### src/rtl/fb_pkg.sv
// rtl/fb_pkg.sv - shared types and constants for the framebuffer sync controller
package fb_pkg;

  typedef enum logic [1:0] {
    ST_IDLE,
    ST_ARM,
    ST_HOLD,
    ST_RUN
  } fb_state_e;

  // Line buffer geometry: 16 source lines held in 32 row slots.
  localparam int FB_LINES = 16;
  localparam int FB_SLOTS = 32;

  // Row distance between core writer and HDMI reader, modulo FB_SLOTS.
  localparam int LEAD_W = 5;

endpackage

### src/rtl/fb_sync_ctrl_toggle_sync.sv
// rtl/fb_sync_ctrl_toggle_sync.sv - 3-flop toggle synchronizer producing a one-cycle pulse
module toggle_sync (
  input  logic clk,
  input  logic reset,
  input  logic tgl_in,
  output logic pulse
);

  logic [2:0] sync_q;
  logic [2:0] sync_d;

  // Shift the foreign-domain toggle through three stages.
  always_comb begin
    sync_d = {sync_q[1:0], tgl_in};
  end

  // Synchronizer stages; stage 1 is the metastability catcher.
  always_ff @(posedge clk or posedge reset) begin
    if (reset) begin
      sync_q <= '0;
    end else begin
      sync_q <= sync_d;
    end
  end

  // Any change between stage 2 and stage 3 marks one toggle event.
  assign pulse = sync_q[1] ^ sync_q[2];

endmodule

### src/rtl/fb_sync_ctrl.sv
// rtl/fb_sync_ctrl.sv - paces the video core against HDMI scanout of the line buffer
module fb_sync_ctrl
  import fb_pkg::*;
#(
  parameter int HEIGHT      = 240,
  parameter int WIDTH       = 320,
  parameter int LEAD_MAX    = 12,
  parameter int RESYNC_LINE = 100,
  parameter int TIMEOUT     = 2000000
) (
  input  logic                      clk,
  input  logic                      reset,
  input  logic [$clog2(WIDTH)-1:0]  x,
  input  logic [$clog2(HEIGHT)-1:0] y,
  input  logic                      hdmi_frame_tgl,
  input  logic                      hdmi_row_tgl,
  input  logic                      enable,
  output logic                      pause_core,
  output logic                      locked,
  output logic [LEAD_W-1:0]         lead,
  output logic                      underrun,
  output logic                      sync_timeout,
  input  logic                      clr_status
);

  localparam int XW = $clog2(WIDTH);
  localparam int YW = $clog2(HEIGHT);
  localparam int CW = $clog2(TIMEOUT);
  localparam logic [CW-1:0] TO_LAST = CW'(TIMEOUT - 1);

  logic frame_p;
  logic row_p;

  fb_state_e         state_q, state_d;
  logic              pause_q, pause_d;
  logic [CW-1:0]     cnt_q, cnt_d;
  logic [LEAD_W-1:0] hdmi_row_q, hdmi_row_d;
  logic [LEAD_W-1:0] lead_q, lead_d;
  logic              underrun_q, underrun_d;
  logic              timeout_q, timeout_d;
  logic              underrun_set;
  logic              timeout_set;
  logic              at_line1;
  logic              at_resync;
  logic              y_low;
  logic              lead_neg;

  toggle_sync u_frame_sync (
    .clk    (clk),
    .reset  (reset),
    .tgl_in (hdmi_frame_tgl),
    .pulse  (frame_p)
  );

  toggle_sync u_row_sync (
    .clk    (clk),
    .reset  (reset),
    .tgl_in (hdmi_row_tgl),
    .pulse  (row_p)
  );

  assign at_line1  = (y == YW'(1)) && (x == XW'(0));
  assign at_resync = (y == YW'(RESYNC_LINE)) && (x == XW'(0));
  assign y_low     = (y < YW'(2));
  // A lead of half the slot ring or more means the reader is actually ahead.
  assign lead_neg  = (lead_q >= LEAD_W'(FB_LINES));

  // Track the HDMI read row and the core-minus-reader distance; a new frame restarts the reader.
  always_comb begin
    hdmi_row_d = hdmi_row_q;
    if (frame_p) begin
      hdmi_row_d = '0;
    end else if (row_p) begin
      hdmi_row_d = hdmi_row_q + LEAD_W'(1);
    end
    lead_d = y[LEAD_W-1:0] - hdmi_row_d;
  end

  // Scheduler: lock to HDMI frame start, throttle on excess lead, catch underrun.
  always_comb begin
    state_d      = state_q;
    pause_d      = pause_q;
    cnt_d        = cnt_q;
    underrun_set = 1'b0;
    timeout_set  = 1'b0;
    if (!enable) begin
      state_d = ST_IDLE;
      pause_d = 1'b0;
    end else begin
      case (state_q)
        ST_IDLE: begin
          pause_d = 1'b0;
          state_d = ST_ARM;
        end
        ST_ARM: begin
          pause_d = 1'b0;
          if (at_line1) begin
            pause_d = 1'b1;
            cnt_d   = '0;
            state_d = ST_HOLD;
          end
        end
        ST_HOLD: begin
          pause_d = 1'b1;
          cnt_d   = cnt_q + CW'(1);
          if (frame_p) begin
            pause_d = 1'b0;
            state_d = ST_RUN;
          end else if (cnt_q == TO_LAST) begin
            timeout_set = 1'b1;
            pause_d     = 1'b0;
            state_d     = ST_IDLE;
          end
        end
        ST_RUN: begin
          if (!y_low && lead_neg) begin
            underrun_set = 1'b1;
            pause_d      = 1'b0;
            state_d      = ST_ARM;
          end else if (at_resync) begin
            pause_d = 1'b0;
            state_d = ST_ARM;
          end else begin
            pause_d = (lead_q >= LEAD_W'(LEAD_MAX)) && !lead_neg;
          end
        end
        default: begin
          pause_d = 1'b0;
          state_d = ST_IDLE;
        end
      endcase
    end
  end

  // Sticky status flags; a set in the same cycle as a clear takes priority.
  always_comb begin
    underrun_d = underrun_q;
    timeout_d  = timeout_q;
    if (clr_status) begin
      underrun_d = 1'b0;
      timeout_d  = 1'b0;
    end
    if (underrun_set) begin
      underrun_d = 1'b1;
    end
    if (timeout_set) begin
      timeout_d = 1'b1;
    end
  end

  // State and datapath registers.
  always_ff @(posedge clk or posedge reset) begin
    if (reset) begin
      state_q    <= ST_IDLE;
      pause_q    <= 1'b0;
      cnt_q      <= '0;
      hdmi_row_q <= '0;
      lead_q     <= '0;
      underrun_q <= 1'b0;
      timeout_q  <= 1'b0;
    end else begin
      state_q    <= state_d;
      pause_q    <= pause_d;
      cnt_q      <= cnt_d;
      hdmi_row_q <= hdmi_row_d;
      lead_q     <= lead_d;
      underrun_q <= underrun_d;
      timeout_q  <= timeout_d;
    end
  end

  assign pause_core   = pause_q;
  assign locked       = (state_q == ST_RUN);
  assign lead         = lead_q;
  assign underrun     = underrun_q;
  assign sync_timeout = timeout_q;

endmodule

### config.mk
export PLATFORM = sky130hd
export DESIGN_NAME = fb_sync_ctrl
export DESIGN_NICKNAME = d
export VERILOG_FILES = /design/src/rtl/fb_pkg.sv /design/src/rtl/fb_sync_ctrl_toggle_sync.sv /design/src/rtl/fb_sync_ctrl.sv
export SDC_FILE = /design/constraint.sdc
export NUM_CORES = 1
export LEC_CHECK = 0
export BUFFER_PORTS_ARGS = -buffer_cell sky130_fd_sc_hd__buf_2
export CORE_MARGIN = 3
export CORE_UTILIZATION = 52
export DETAILED_ROUTE_END_ITERATION = 6
export HOLD_SLACK_MARGIN = 0.1
export PLACE_DENSITY = 0.76
export SLEW_MARGIN = 20
export SYNTH_ARGS = -nofsm -noshare
export SYNTH_HDL_FRONTEND = slang
export SYNTH_HIERARCHICAL = 1
export SYNTH_SLANG_ARGS = --single-unit
### constraint.sdc
create_clock -name clk -period 2.2 [get_ports clk]
set_input_delay 0.33 -clock clk [delete_from_list [all_inputs] [get_ports clk]]
set_output_delay 0.33 -clock clk [all_outputs]
set_load 0.02 [all_outputs]
==> run metrics, run 1 <==
area of the mapped netlist=~0.0023 mm^2; Net Sw Frac=0.326; worst r2r src=u_row_sync/sync_q[1]$_DFF_PP0_; share of cells above drive strength 1=0.277; leakage=0.00131 uW; post-synthesis compound-gate area fraction=0.144; Hold Crit Endpoint=u_frame_sync/sync_q[0]$_DFF_PP0_; Max-slew headroom=0.584; Flop pwr share=0.461; Avg WL per Cell=15.4 um; n_diodes=0; vias in the first global route=between 2000 and 2500; CTS Buf Count=5; DIE WIDTH=73.2 um; startpoint types=flip-flop; Yosys cell types=47; Cells after DPL=342; xor/xnor cell area share of the yosys netlist=0.0373; post-route ant nets=0; Finished Layout Cells=357; IO Pins=32; Post-Route Skew=0.00610 ns; largest net degree at the start of global routing=37; fin. max-slew vios=0; crit share post-route=0.974; Psw=653 uW; final setup vio count=0; Syn-to-layout area delta=24.2%; Worst EP required=2.41 ns; CTS tree=built; GR Overflow Total=0; die height=73.2 um; port bufs=31; Post-synth top flop=dfrtp_1; Total Die Area=around 0.0054 mm^2; synthesized net count=284; crit path max fanout=4; ys async rst share=1.00; Synth Area in Simple Gates=0.243; sequential-to-total area share from yosys stat=0.448; measured slew at the worst slew-check pin=roughly 0.62 ns; # DRC=0; post-synthesis mux area share=0.0128; commonest non-fill, non-tap cells in the layout=dfrtp_1 (42), buf_2 (31), buf_4 (27); Final Hold Viols=0; adder-cell share of the synthesized area=0.0619; PD cells=688 mW/mm^2; Global Route Usage Sum=0.225; YS warnings=6; syn_area_per_cell=9.38 um^2; peak supply drop=0.485 mV; Reg clk slew, reported paths=~0.080 ns; Synth Instances=250; Hold Startpoint=hdmi_frame_tgl; Worst-Skew Late Latency=0.29 ns; R2R Path End=lead[4]$_DFF_PP0_; CP arrival=roughly 2.4 ns; critical path class=reg2reg; commonest non-fill, non-tap cell in the layout=dfrtp_1; maximum clock frequency=467 MHz; via count=about 2100; detailed placement HPWL=between 4 and 5 mm; first-pass GRT wire length=between 9 and 10 mm; status=completed; Gate power share=0.283; Clock Sinks=42; initial antenna violation count=0; H-tree levels=2; Initial DRC Count=194; largest family of logic cells by synthesized area=simple AND/OR/NAND/NOR gates; Fillers=319; worst min-delay path category=in2reg; CP Capture Type=flip-flop; WHS Path Cells=1; Seq cells post-synth=42; Max-Cap Viols=0; setup TNS=0 ns; Worst Reg-to-Reg Cells=11; core area=0.00417 mm^2; Clk network pwr share=0.257; Clock Path Buffers=2; reg-to-reg slack, setup=around 0.057 ns; layout net count=340; EDFF count, synth=0; average via count per standard cell=slightly below 6; # rows=23; Routed WL=about 5.5 mm; Power Internal=approximately 1400 uW; Initial Utilization=0.562; RD Place Congestion=0.823; Hold WS=0.145 ns; top cells by area, synth=dfrtp_1 (45%), ha_1 (5.3%), a21oi_1 (3.6%); cell taking the most area after synthesis=dfrtp_1; Synth top area share=0.448; TritonRoute pass-1 iters=4; fin crit period=between 2 and 2.5 ns; Clock Tree Root=clkbuf_8
## per-layer routing
| layer | vias to the layer above | part of all wire | track usage |
|---|---|---|---|
| met5 | - | 0 | 0 |
| met4 | 0 | 0.0073 | 0.0492 |
| met3 | 4 | 0.042 | 0.0386 |
| met2 | 60 | 0.50 | 0.372 |
| met1 | 993 | 0.45 | 0.308 |
| li1 | 1014 | - | - |
## cell usage after synthesis (3+ instances only)
library cell	count
ha_1	10
xor2_1	5
nand2_1	22
clkbuf_1	7
and3_1	5
or2_2	4
dfrtp_1	42
nor2_1	9
or4_1	9
a21oi_1	17
buf_2	3
xnor2_1	5
o31ai_1	7
mux2i_1	3
o21ai_0	15
or3_1	9
nor3_1	4
nand4_1	13
nand3_1	8
inv_1	21
## layout make-up
| class | instances | area, um^2 | area share |
|---|---|---|---|
| clock buffers | 6 | 82.6 | 0.0283 |
| clock inverters | 2 | 12.5 | 0.00429 |
| inverters | 21 | 78.8 | 0.0271 |
| multi-input cells | 176 | 1250 | 0.428 |
| flip-flops and latches | 42 | 1050 | 0.361 |
| well taps | 50 | 62.6 | 0.0215 |
| repair buffers | 60 | 379 | 0.130 |
## worst max-delay path: stages (launching register included)
cell and delay (ns):
dfrtp_1 0.41, xor2_2 0.19, buf_6 0.14, xnor2_4 0.14, nor2_2 0.06, ha_2 0.21
fa_2 0.35, inv_1 0.06, a21o_1 0.13, a21oi_2 0.06, xnor2_1 0.17, xnor2_1 0.14
## registers in the layout (all words and copies together), names as in the netlist
register / cells
cnt_q: 21
underrun: 1
lead: 5
sync_timeout: 1
pause_core: 1
state_q: 2
hdmi_row_q: 5
u_row_sync/sync_q: 3
u_frame_sync/sync_q: 3
## power by group through the flow
stage | logic, uW | registers, uW | clock network, uW
final | 567 | 924 | 515
after global routing | 624 | 937 | 560
after floorplan | 319 | 929 | 0
after global placement | 483 | 934 | 0
after CTS | 531 | 923 | 525
after detailed placement | 501 | 940 | 0
## what timing repair did
item                       4_1_cts  5_1_grt
setup endpoints to repair        1       10
hold endpoints to repair         6        0
hold buffers                     1        0
setup buffers                    1        5
gates resized for setup          4        8
pin swaps                        3        7
## through the flow
stage                      util  total power [uW]  setup slack, ns  cell area [um^2]
after detailed placement  0.645              1440           -0.229              2690
after global routing      0.698              2120          -0.0526              2910
after global placement    0.645              1420           -0.181              2690
after CTS                 0.678              1980          0.00623              2830
final                     0.698              2010           0.0567              2910
after floorplan               -              1250           0.0636              2350
## worst max path at each step
stage,start,end,slack (ns),cells after the start
after global placement,x[2],cnt_q[17]$_DFFE_PP0P_,-0.18,7
after detailed placement,x[2],cnt_q[17]$_DFFE_PP0P_,-0.23,7
after CTS,u_row_sync/sync_q[2]$_DFF_PP0_,lead[4]$_DFF_PP0_,0.006,9
after floorplan,u_row_sync/sync_q[2]$_DFF_PP0_,lead[4]$_DFF_PP0_,0.06,9
after global routing,u_row_sync/sync_q[1]$_DFF_PP0_,lead[4]$_DFF_PP0_,-0.05,11
final,u_row_sync/sync_q[1]$_DFF_PP0_,lead[4]$_DFF_PP0_,0.06,11
## kinds of logic after synthesis
kind of cell / Yosys count
AO/OA/AOI/OAI: 54
XOR/XNOR: 10
adder cells (fa/ha/maj): 11
buffers and inverters: 32
flip-flops: 42
multiplexers: 3
AND/OR/NAND/NOR: 98
No activity file was read; power rests on OpenSTA's default activity.
==> inputs of run 2 (changes only) <==
- CELL_PAD_IN_SITES_DETAIL_PLACEMENT: not set -> 0
- CELL_PAD_IN_SITES_GLOBAL_PLACEMENT: not set -> 1
- CORE_UTILIZATION: 52 -> 39
- PLACE_DENSITY: 0.76 -> not set
- PLACE_DENSITY_LB_ADDON: not set -> 0.1
==> run 2 against run 1 <==
Net effect: critical path depth unchanged; wire length down 2.2%; non-clock buffer count down 2; largest power group unchanged.
==> run metrics, run 2 (synthesized netlist as in run 1, its figures left out) <==
H-tree levels=2 (unchanged); port bufs=31 (unchanged); average via count per standard cell=5.33 (-8.1%); leakage=0.00129 uW (-1.7%); # rows=27 (+17%); first-pass GRT wire length=9.13 mm (-3.6%); detailed placement HPWL=4.00 mm (-0.92%); Hold WS=0.125 ns (-0.0198 ns); Reg clk slew, reported paths=0.09 ns (about the same); post-route ant nets=0 (unchanged); layout net count=338 (-0.59%); CTS Buf Count=5 (unchanged); critical path class=reg2reg; Max-Cap Viols=0 (unchanged); # DRC=0 (unchanged); fin. max-slew vios=0 (unchanged); Cell Chain, Critical Path=xor2_2 -> buf_4 -> mux2i_1 -> or2_4 -> inv_2 -> fa_2 -> inv_2 -> a21o_1 -> a21oi_2 -> xnor2_1 -> xnor2_1; fin crit period=2.14 ns (-0.00260 ns); CP max stage delay=0.41 ns (about the same); DIE WIDTH=83.6 um (+14%); Total Die Area=0.00698 mm^2 (+30%); max reg flops=21 (unchanged); register with the most flip-flops=cnt_q; final instance area=0.00289 mm^2 (-0.69%); WHS Path Cells=1 (unchanged); CP arrival=2.37 ns (about the same); worst r2r src=u_row_sync/sync_q[2]$_DFF_PP0_; Clock Path Buffers=2 (unchanged); Hold Startpoint=hdmi_frame_tgl; CP Buf/Inv Count=3 (+1); R2R Path End=lead[4]$_DFF_PP0_; share of cells above drive strength 1=0.272 (-0.00474); final setup vio count=0 (unchanged); Initial DRC Count=88 (-55%); core area=0.00568 mm^2 (+36%); status=completed; Worst-Skew Late Latency=0.30 ns (about the same); via count=2010 (-2.9%); CP Capture Type=flip-flop; Post-Route Skew=0.00517 ns (-0.000921 ns); peak supply drop=0.323 mV (-33%); IO Pins=32 (unchanged); reg-to-reg slack, setup=0.06 ns (about the same); Avg WL per Cell=14.2 um (-7.4%); crit share post-route=0.973 (-0.00118); Global Route Usage Sum=0.159 (-0.0656); Hold Crit Endpoint=u_frame_sync/sync_q[0]$_DFF_PP0_; Placed Area=0.00273 mm^2 (+1.6%); die height=83.6 um (+14%); TritonRoute pass-1 iters=4 (unchanged); PD cells=681 mW/mm^2 (-1.1%); largest net degree at the start of global routing=37 (unchanged); Final Power=1970 uW (-1.8%); CP delay by family, top=XOR/XNOR gates; measured slew at the worst slew-check pin=0.479 ns (-0.145 ns); CTS tree=built; commonest non-fill, non-tap cells in the layout=dfrtp_1 (42), buf_2 (31), buf_4 (26); initial antenna violation count=0 (unchanged); crit path max fanout=4 (unchanged); worst min-delay path category=in2reg; startpoint types=flip-flop; Initial Utilization=0.413 (-0.149); slowest cell on the critical path=dfrtp_1; Clock Tree Root=clkbuf_8; Worst Reg-to-Reg Cells=11 (unchanged); vias in the first global route=1848 (-8.7%); Final Hold Viols=0 (unchanged); maximum clock frequency=467 MHz (+0.12%); Finished Core Util=0.510 (-0.188); Routed WL=5.36 mm (-2.2%); Clock Sinks=42 (unchanged); commonest non-fill, non-tap cell in the layout=dfrtp_1; RD Place Congestion=0.757 (-8.1%); Worst EP required=2.43 ns (+0.02 ns); GR Overflow Total=0 (unchanged); unrepaired setup endpoints after global routing=yes; n_diodes=0 (unchanged); Max-slew headroom=0.680 (+0.0968); Syn-to-layout area delta=23.4%
==> run 2: worst register-to-register path, stage by stage (launching register included) <==
cell and delay, ns:
dfrtp_1 0.41, xor2_2 0.27, buf_4 0.17, mux2i_1 0.17, or2_4 0.14, inv_2 0.04, fa_2 0.34, inv_2 0.05
a21o_1 0.12, a21oi_2 0.06, xnor2_1 0.16, xnor2_1 0.13
==> run 2: through the flow <==
stage	worst slack, ns	instances	TNS (ns)
2_1_floorplan	0.0636	250	0
5_1_grt	-0.0458	377	-0.0601
3_3_place_gp	-0.152	366	-1.64
3_5_place_dp	-0.209	366	-2.49
4_1_cts	0.00884	376	0
6_report	0.0593	377	0
==> run 2: worst max-delay path by stage <==
stage	startpoint	endpoint	slack [ns]	cells after the start
CTS	u_row_sync/sync_q[1]$_DFF_PP0_	lead[4]$_DFF_PP0_	0.009	11
detailed placement	x[2]	cnt_q[17]$_DFFE_PP0P_	-0.21	7
global placement	x[2]	cnt_q[17]$_DFFE_PP0P_	-0.15	7
finish	u_row_sync/sync_q[2]$_DFF_PP0_	lead[4]$_DFF_PP0_	0.06	11
floorplan	u_row_sync/sync_q[2]$_DFF_PP0_	lead[4]$_DFF_PP0_	0.06	9
global route	u_row_sync/sync_q[2]$_DFF_PP0_	lead[4]$_DFF_PP0_	-0.05	11
==> run 2: what timing repair did <==
| item | in CTS | in global routing |
|---|---|---|
| endpoints found under the hold margin | 6 | 0 |
| endpoints found under the setup margin | 1 | 3 |
| resized for setup | 5 | 4 |
| setup buffers | 1 | 1 |
| pin swaps | 3 | 7 |
| hold buffers | 1 | 0 |
==> run 2: cell type report <==
type | count | area, um^2
Tap cell | 72 | 90.1
Multi-Input combinational cell | 176 | 1220
Timing Repair Buffer | 58 | 360
Fill cell | 554 | 2780
Inverter | 21 | 78.8
Clock buffer | 5 | 68.8
Sequential cell | 42 | 1050
Clock inverter | 3 | 25.0
==> run 2: layer usage <==
layer,wire length [um],track usage
met2,2510,0.246
met4,42,0.0409
met1,2580,0.225
met5,0,0
met3,225,0.0365
==> run 2: power breakdown <==
group	internal, uW	switching, uW	total, uW	leakage, uW
clock	229	303	533	0.0000447
combinational	234	282	516	0.000696
sequential	845	76.3	921	0.000547
total	1310	662	1970	0.00129
==> inputs of run 3 (changes only) <==
- REMOVE_ABC_BUFFERS: not set -> 1
==> run 3 against run 2 <==
Net effect: flip-flop and latch count is the same; register-to-register slack got worse by 0.02 ns; clock power increased by 17%; fmax decreased by 0.84%; critical path type unchanged; highest routed layer unchanged.
==> run metrics, run 3 (synthesized netlist as in run 1, its figures left out) <==
status=completed; layout net count=338 (unchanged); GR Util met3=0.0326 (-0.00395); fin. max-slew vios=0 (unchanged); Avg WL per Cell=15.0 um (+5.5%); H-tree levels=2 (unchanged); fin crit period=2.16 ns (+0.0182 ns); Global Route Usage Sum=0.164 (+0.00536); Clock Sinks=42 (unchanged); critical path class=reg2reg; IO Pins=32 (unchanged); Worst EP required=2.42 ns (about the same); routing usage on met1=0.223 (-0.00159); met2 Usage GRT=0.265 (+0.0195); Max-slew headroom=0.684 (+0.00401); Clock Tree Root=clkbuf_8; detailed placement HPWL=4.33 mm (+8.3%); port bufs=31 (unchanged); GR Overflow Total=0 (unchanged); final setup vio count=0 (unchanged); share of cells above drive strength 1=0.279 (+0.00656); commonest non-fill, non-tap cell in the layout=dfrtp_1; Cell Chain, Critical Path=xor2_2 -> buf_4 -> xnor2_2 -> nor2_2 -> ha_2 -> fa_2 -> inv_2 -> a21o_1 -> a21oi_2 -> xnor2_1 -> xnor2_1; CP max stage delay=0.41 ns (about the same); Cells after DPL=366 (unchanged); commonest non-fill, non-tap cells in the layout=dfrtp_1 (42), buf_2 (31), buf_4 (25); Reg clk slew, reported paths=0.08 ns (about the same); TritonRoute pass-1 iters=4 (unchanged); CP delay by family, top=XOR/XNOR gates; CTS tree=built; Initial DRC Count=142 (+61%); Hold WS=0.135 ns (+0.00959 ns); post-route ant nets=0 (unchanged); Final Power=2070 uW (+5.2%); Syn-to-layout area delta=24.6%; Worst-Skew Late Latency=0.30 ns (about the same); PD cells=708 mW/mm^2 (+4.1%); worst min-delay path category=in2reg; most used cell, CP=xnor2_1; leakage=0.00130 uW (+0.84%); DIE WIDTH=83.6 um (unchanged); CP arrival=2.38 ns (about the same); initial antenna violation count=0 (unchanged); slowest cell on the critical path=dfrtp_1; Routed WL=5.65 mm (+5.5%); crit path max fanout=3 (-1); grt peak-use layer=met2; Finished Layout Cells=377 (unchanged); # DRC=0 (unchanged); Initial Utilization=0.413 (unchanged); Total Die Area=0.00698 mm^2 (unchanged); average via count per standard cell=5.25 (-1.6%); CP Buf/Inv Count=2 (-1); startpoint types=flip-flop; measured slew at the worst slew-check pin=0.473 ns (-0.00602 ns); CP Capture Type=flip-flop; max reg flops=21 (unchanged); Clock Path Buffers=2 (unchanged); largest net degree at the start of global routing=37 (unchanged); vias in the first global route=1923 (+4.1%); via count=1978 (-1.6%); first-pass GRT wire length=9.29 mm (+1.7%); Final Worst Setup Slack=0.0412 ns (-0.0182 ns); Placed Area=0.00274 mm^2 (+0.18%); peak supply drop=0.330 mV (+2.0%); Post-Route Skew=0.00374 ns (-0.00144 ns); maximum clock frequency=463 MHz (-0.84%); CTS Buf Count=5 (unchanged); RD Place Congestion=0.815 (+7.7%); # rows=27 (unchanged); final instance area=0.00292 mm^2 (+1.0%); die height=83.6 um (unchanged); Final Hold Viols=0 (unchanged); register with the most flip-flops=cnt_q; crit share post-route=0.981 (+0.00825); n_diodes=0 (unchanged); DP Worst Slack=-0.187 ns (+0.0221 ns); unrepaired setup endpoints after global routing=yes; core area=0.00568 mm^2 (unchanged); Max-Cap Viols=0 (unchanged)
==> run 3: what timing repair did <==
item,CTS,global route
pin swaps,0,7
hold buffers,1,0
setup buffers,0,2
gates cloned,0,0
gates resized for setup,3,8
endpoints found under the setup margin,1,4
endpoints found under the hold margin,6,0
==> run 3: path summary, 6_finish.rpt <==
path                                           startpoint                                to  slack, ns  cells after the start
min reg2reg                u_row_sync/sync_q[0]$_DFF_PP0_    u_row_sync/sync_q[1]$_DFF_PP0_       0.36                      0
max                        u_row_sync/sync_q[1]$_DFF_PP0_                 lead[4]$_DFF_PP0_       0.04                     11
max in group asynchronous                           reset              underrun$_DFFE_PP0P_       1.17                      4
max reg2reg                u_row_sync/sync_q[1]$_DFF_PP0_                 lead[4]$_DFF_PP0_       0.04                     11
min in group asynchronous                           reset  u_frame_sync/sync_q[0]$_DFF_PP0_       0.45                      3
min                                        hdmi_frame_tgl  u_frame_sync/sync_q[0]$_DFF_PP0_       0.13                      1
==> run 3: layout make-up <==
type                            count  area, um^2
Clock buffer                        5        68.8
Clock inverter                      3        45.0
Fill cell                         547        2750
Inverter                           21        78.8
Multi-Input combinational cell    176        1220
Sequential cell                    42        1050
Tap cell                           72        90.1
Timing Repair Buffer               58         373
==> run 3: power breakdown <==
| group | switching [uW] | total (uW) | leakage, uW | internal [uW] |
|---|---|---|---|---|
| Combinational | 286 | 522 | 0.000701 | 236 |
| Clock | 285 | 623 | 0.0000504 | 338 |
| Sequential | 80.8 | 926 | 0.000547 | 845 |
| Total | 652 | 2070 | 0.00130 | 1420 |
==> run 3: metal layers <==
metal	vias to the layer above	routed length, um
li1	1016	-
met1	930	2750
met2	28	2680
met3	4	172
met4	0	51
met5	-	0
==> run 3: stage by stage <==
step	utilization	setup TNS, ns
CTS	0.507	0
global placement	0.483	-0.990
floorplan	-	-0.0749
global route	0.515	-0.0875
detailed placement	0.483	-2.12
finish	0.515	0
